File: config.mk
export PLATFORM = sky130hd
export DESIGN_NAME = time_set_receiver
export DESIGN_NICKNAME = d
export VERILOG_FILES = /design/src/rtl/time_set_pkg.sv /design/src/rtl/time_set_receiver_mod_counter.sv /design/src/rtl/time_set_receiver.sv
export SDC_FILE = /design/constraint.sdc
export NUM_CORES = 1
export LEC_CHECK = 0
export CAP_MARGIN = 20
export CORE_MARGIN = 8
export CORE_UTILIZATION = 48
export CTS_CLUSTER_SIZE = 10
export DETAILED_ROUTE_END_ITERATION = 12
export GPL_ROUTABILITY_DRIVEN = 0
export PLACE_DENSITY = 0.79
export SLEW_MARGIN = 40
export SYNTH_ARGS = -nofsm -noshare
export SYNTH_HDL_FRONTEND = slang
export SYNTH_SLANG_ARGS = --single-unit
File: constraint.sdc
create_clock -name clk -period 3 [get_ports clk]
set_clock_uncertainty 0.15 [all_clocks]
set_input_delay 0.45 -clock clk [delete_from_list [all_inputs] [get_ports clk]]
set_output_delay 0.45 -clock clk [all_outputs]
set_load 0.01 [all_outputs]
File: src/rtl/time_set_pkg.sv
// Shared constants for the time-set receiver: field select codes, the
// default data width and the default last-legal value of each time field.
package time_set_pkg;

  localparam int DATA_W_DEF   = 7;
  localparam int SEC_MAX_DEF  = 59;
  localparam int MIN_MAX_DEF  = 59;
  localparam int HOUR_MAX_DEF = 23;

  localparam logic [1:0] SEL_SEC  = 2'b00;
  localparam logic [1:0] SEL_MIN  = 2'b01;
  localparam logic [1:0] SEL_HOUR = 2'b10;
  localparam logic [1:0] SEL_RSVD = 2'b11;

  // True when data is a legal value for the selected field.
  function automatic logic sel_in_range(input logic [1:0] sel,
                                        input int unsigned data,
                                        input int unsigned sec_max,
                                        input int unsigned min_max,
                                        input int unsigned hour_max);
    logic ok;
    ok = 1'b0;
    case (sel)
      SEL_SEC:  ok = (data <= sec_max);
      SEL_MIN:  ok = (data <= min_max);
      SEL_HOUR: ok = (data <= hour_max);
      default:  ok = 1'b0;
    endcase
    return ok;
  endfunction

endpackage

File: src/rtl/time_set_receiver_mod_counter.sv
// Modulo-(MAX+1) counter used for each time field. A load always beats an
// increment, and a loaded field never reports a wrap, so a write into a
// field also swallows any carry that field would have produced.
module mod_counter #(
  parameter int W   = 7,
  parameter int MAX = 59
) (
  input  logic         clk,
  input  logic         rst,
  input  logic         inc,
  input  logic         load,
  input  logic [W-1:0] load_val,
  output logic [W-1:0] value,
  output logic         wrap
);

  localparam logic [W-1:0] MAX_V = W'(MAX);

  // Wrap is combinational so every carry in the chain resolves in one edge.
  assign wrap = inc && !load && (value == MAX_V);

  // Load first, otherwise count up and roll over after MAX.
  always_ff @(posedge clk or posedge rst) begin
    if (rst) begin
      value <= '0;
    end else if (load) begin
      value <= load_val;
    end else if (inc) begin
      value <= (value == MAX_V) ? '0 : value + 1'b1;
    end
  end

endmodule

File: src/rtl/time_set_receiver.sv
// Receiving end of the time-set bus. Detects a rising edge on set_valid,
// range-checks the write, loads the selected field and keeps time from a
// 1 Hz tick in between.
//
// Handshake: set_valid is a level from the writer. A write is taken on the
// edge where set_valid is 1 and was 0 at the previous edge; holding it high
// gives one write only. The edge after a write carries exactly one of
// set_ack (loaded) or set_err (rejected) for a single cycle; there is no
// back-pressure, the writer just watches for the pulse.
module time_set_receiver
  import time_set_pkg::*;
#(
  parameter int DATA_W   = DATA_W_DEF,
  parameter int SEC_MAX  = SEC_MAX_DEF,
  parameter int MIN_MAX  = MIN_MAX_DEF,
  parameter int HOUR_MAX = HOUR_MAX_DEF
) (
  input  logic              clk,
  input  logic              rst,
  input  logic              tick,
  input  logic              run,
  input  logic              set_valid,
  input  logic [1:0]        set_sel,
  input  logic [DATA_W-1:0] set_data,
  output logic              set_ack,
  output logic              set_err,
  output logic [DATA_W-1:0] sec,
  output logic [DATA_W-1:0] min,
  output logic [DATA_W-1:0] hour,
  output logic              day_wrap
);

  logic valid_q;
  logic write;
  logic legal;
  logic load_sec, load_min, load_hour;
  logic sec_wrap, min_wrap, hour_wrap;
  logic step;

  assign write = set_valid && !valid_q;
  assign legal = sel_in_range(set_sel, int'(set_data), SEC_MAX, MIN_MAX, HOUR_MAX);
  assign step  = tick && run;

  // Decode which field, if any, takes the incoming value this edge.
  always_comb begin
    load_sec  = 1'b0;
    load_min  = 1'b0;
    load_hour = 1'b0;
    if (write && legal) begin
      case (set_sel)
        SEL_SEC:  load_sec  = 1'b1;
        SEL_MIN:  load_min  = 1'b1;
        SEL_HOUR: load_hour = 1'b1;
        default:  ;
      endcase
    end
  end

  // Remember last sampled set_valid for edge detection.
  always_ff @(posedge clk or posedge rst) begin
    if (rst) begin
      valid_q <= 1'b0;
    end else begin
      valid_q <= set_valid;
    end
  end

  // Registered write response and end-of-day pulse.
  always_ff @(posedge clk or posedge rst) begin
    if (rst) begin
      set_ack  <= 1'b0;
      set_err  <= 1'b0;
      day_wrap <= 1'b0;
    end else begin
      set_ack  <= write && legal;
      set_err  <= write && !legal;
      day_wrap <= hour_wrap;
    end
  end

  mod_counter #(.W(DATA_W), .MAX(SEC_MAX)) u_sec (
    .clk      (clk),
    .rst      (rst),
    .inc      (step),
    .load     (load_sec),
    .load_val (set_data),
    .value    (sec),
    .wrap     (sec_wrap)
  );

  mod_counter #(.W(DATA_W), .MAX(MIN_MAX)) u_min (
    .clk      (clk),
    .rst      (rst),
    .inc      (sec_wrap),
    .load     (load_min),
    .load_val (set_data),
    .value    (min),
    .wrap     (min_wrap)
  );

  mod_counter #(.W(DATA_W), .MAX(HOUR_MAX)) u_hour (
    .clk      (clk),
    .rst      (rst),
    .inc      (min_wrap),
    .load     (load_hour),
    .load_val (set_data),
    .value    (hour),
    .wrap     (hour_wrap)
  );

endmodule

==> results.yml <==
critical_path:
  worstPathArrival_ns: 2.40
  path_class: "in2reg"
  timing.critical_path.fanout_max: 8
  crit_required_ns: 3.09
  cp-end-kind: "register"
  worst_path_largest_cell_delay_ns: 0.65
  cp_cell_sequence: "clkdlybuf4s50_1 -> nand4_1 -> nand2_1 -> nand3_4 -> or4_1 -> a31oi_1"
  start_kind: "input pin"
  cp_slowest_cell: "clkdlybuf4s50_1"
  r2r_start: "u_min.value[0]"
  crit_start: "set_data[3]"
place:
  dp_slack_ns: 0.379
  io_buffers: 37
  placed_cells: 232
  post_dp_cell_area_um2: 1880
  dp_hpwl_mm: 2.90
logic_synthesis:
  ys_async_sr_fraction_pct: 100
  synth_adder_area_share_pct: 2.57
  synth_compound_area_share_pct: 15.2
  synth_edf_count: 0
  synth_top_family_by_area: "simple AND/OR/NAND/NOR gates"
  yosysTopAreaCell: "dfrtp_1"
  avgSynthCellArea_um2: 9.08
  yosys_register_bits: 25
  ys_top_cells_by_area: "dfrtp_1 (43%), nor2_1 (5.7%), a21oi_1 (4.1%)"
  syn_inst: 161
  synth_most_common_cell: "dfrtp_1"
  yosysWarnings: 0
  synth-simple-area-share_pct: 33.0
  netlist_area_um2: 1460
  synth_flop_cell: "dfrtp_1"
  muxShareOfSynthArea_pct: 1.37
  synth_nets: 178
  ys_seq_area_share_pct: 42.8
  yosys-top-cells-count: "dfrtp_1 (25), nor2_1 (22), nand2_1 (16)"
  synthXorXnorAreaFrac_pct: 3.00
  yosysUniqueCellTypes: 38
  synth_top_area_share_pct: 42.8
global_route:
  track_usage_pct: 15.0
  grt_pass1_wl_mm: 6.27
  overflow: 0
  grt_pass1_vias: 1308
  antenna_found_initial: 0
  grt_max_degree: 26
sta:
  rsz0062_at_grt: "no"
  finalSetupViolCount: 0
  tightest_slew_ns: 0.562
  slew_violations: 0
  period_needed_ns: 2.31
  min_period_over_period_pct: 77.0
  maxSlewHeadroom_pct: 62.4
  setup_slack_ns: 0.691
  clock.fmax_mhz: 433
  holdWs_ns: 0.325
  hold_violations: 0
  final.setup.tns_ns: 0
die:
  die_h_um: 71.2
  ios: 38
  initial_utilization_pct: 49.1
  die_w_um: 71.2
  die-area_um2: 5070
  placementRows: 20
  core-area_um2: 2980
route:
  drtIter0Drc: 58
  first_pass_iters: 4
  drc: 0
  drt-total-wl_mm: 3.77
  routedWlPerCell_um: 16.0
  viasPerCell: 5.99
  antenna_left: 0
  vias: 1413
cells_and_area:
  diodes: 0
  drive_gt1_share_pct: 7.88
  final_area_um2: 1910
  fillers: 249
  finalNonFillerCells: 236
  area_growth_pct: 30.7
  regArea_um2: 626
  multi_input_area_um2: 807
  nets: 221
clock_tree:
  clock-sinks: 25
  clk_pin_slew_ns: 0.14
  cts_tree: "done"
  root_buffer: "clkbuf_4"
  cts_resized: 0
  postCtsSetupBuffers: 0
  cts_made_buffers: 3
  htree_num_levels: 1
  cts_buffer_depth: 2
  hold_buffers: 0
  clk_latency_ns: 0.31
outcome:
  status: "finished, final reports clean"
power:
  irDropWorstVdd_mv: 0.292
  power_density_nw_per_um2: 594
  leakage_nw: 0.779
hold_path:
  hold_path_class: "in2async"
run:
  cap_violations: 0
[registers in the layout, summed over array words and instances, names as in the netlist]
| name | count |
|---|---|
| u_sec.value | 7 |
| day_wrap | 1 |
| set_ack | 1 |
| valid_q | 1 |
| u_min.value | 7 |
| set_err | 1 |
| u_hour.value | 7 |
[kinds of logic after synthesis]
group | count (synthesis)
DFF | 25
AOI/OAI and AO/OA | 38
and+or+nand+nor | 83
adders and majority gates | 3
buffers and inverters | 5
muxes | 2
xor gates and xnor gates | 5
[power by group]
group	total [mW]	internal, mW	switching, mW
registers	0.550	0.421	0.130
logic	0.435	0.249	0.186
clock network	0.148	0.0498	0.0987
[path summary, 6_finish.rpt]
kind,slack (ns),depth (start not counted),to
setup / recovery,0.69,6,u_hour.value[3]
hold / removal,0.33,3,u_sec.value[5]
setup reg to reg,0.77,6,u_hour.value[3]
hold reg to reg,0.34,1,set_ack
max in group asynchronous,2.13,3,u_min.value[0]
min in group clk,0.34,1,set_ack
[per-stage QoR]
step           utilization, %  power, mW
6_report                 64.1       1.13
3_3_place_gp             63.2      0.979
4_1_cts                  64.1       1.15
3_5_place_dp             63.2      0.996
5_1_grt                  64.1       1.21
2_1_floorplan               -      0.736
[placed cells by master (no fill, tap or decap), types with 2 or more instances in the layout]
cell type        netlist  layout
xor2_1                 2       2
a21oi_1               12      12
ha_1                   3       3
inv_1                  2       2
clkdlybuf4s50_1        0      37
xnor2_1                3       3
and2_1                 4       4
clkbuf_4               0       3
nor2_1                22      22
nand2_1               16      16
and3_1                 4       4
nor4b_1                2       2
or4_1                  3       3
o21bai_1               2       2
nor3_1                 2       2
mux2i_1                2       2
nor4_4                 2       2
nor3b_1                2       2
a21o_1                 2       2
or3_1                  3       3
a31oi_1                6       6
a22oi_1                4       4
nand4_1                5       5
nor2b_1                2       2
o21ai_0               11      11
dfrtp_1               25      25
nand3_1                7       7
buf_4                  0       4
[worst max-delay path, delay by kind of cell]
family	cells	cell delay (ns)
buffers and inverters	1	0.65
AND/OR/NAND/NOR	4	1.13
AO/OA/AOI/OAI	1	0.17
[final cells by class]
| type | instances | share of cell area (%) |
|---|---|---|
| Multi-Input combinational cell | 131 | 42.3 |
| Sequential cell | 25 | 32.8 |
| Timing Repair Buffer | 41 | 21.0 |
| Tap cell | 33 | 2.16 |
| Clock buffer | 3 | 1.18 |
| Inverter | 2 | 0.393 |
| Clock inverter | 1 | 0.262 |
[routing by layer]
| layer | part of all wire, % | global-route usage (%) |
|---|---|---|
| met5 | 0 | 0 |
| met2 | 47 | 24.7 |
| met4 | 1.2 | 6.24 |
| met3 | 6.3 | 3.81 |
| met1 | 45 | 18.0 |
Power figures use the tool's default switching activity.
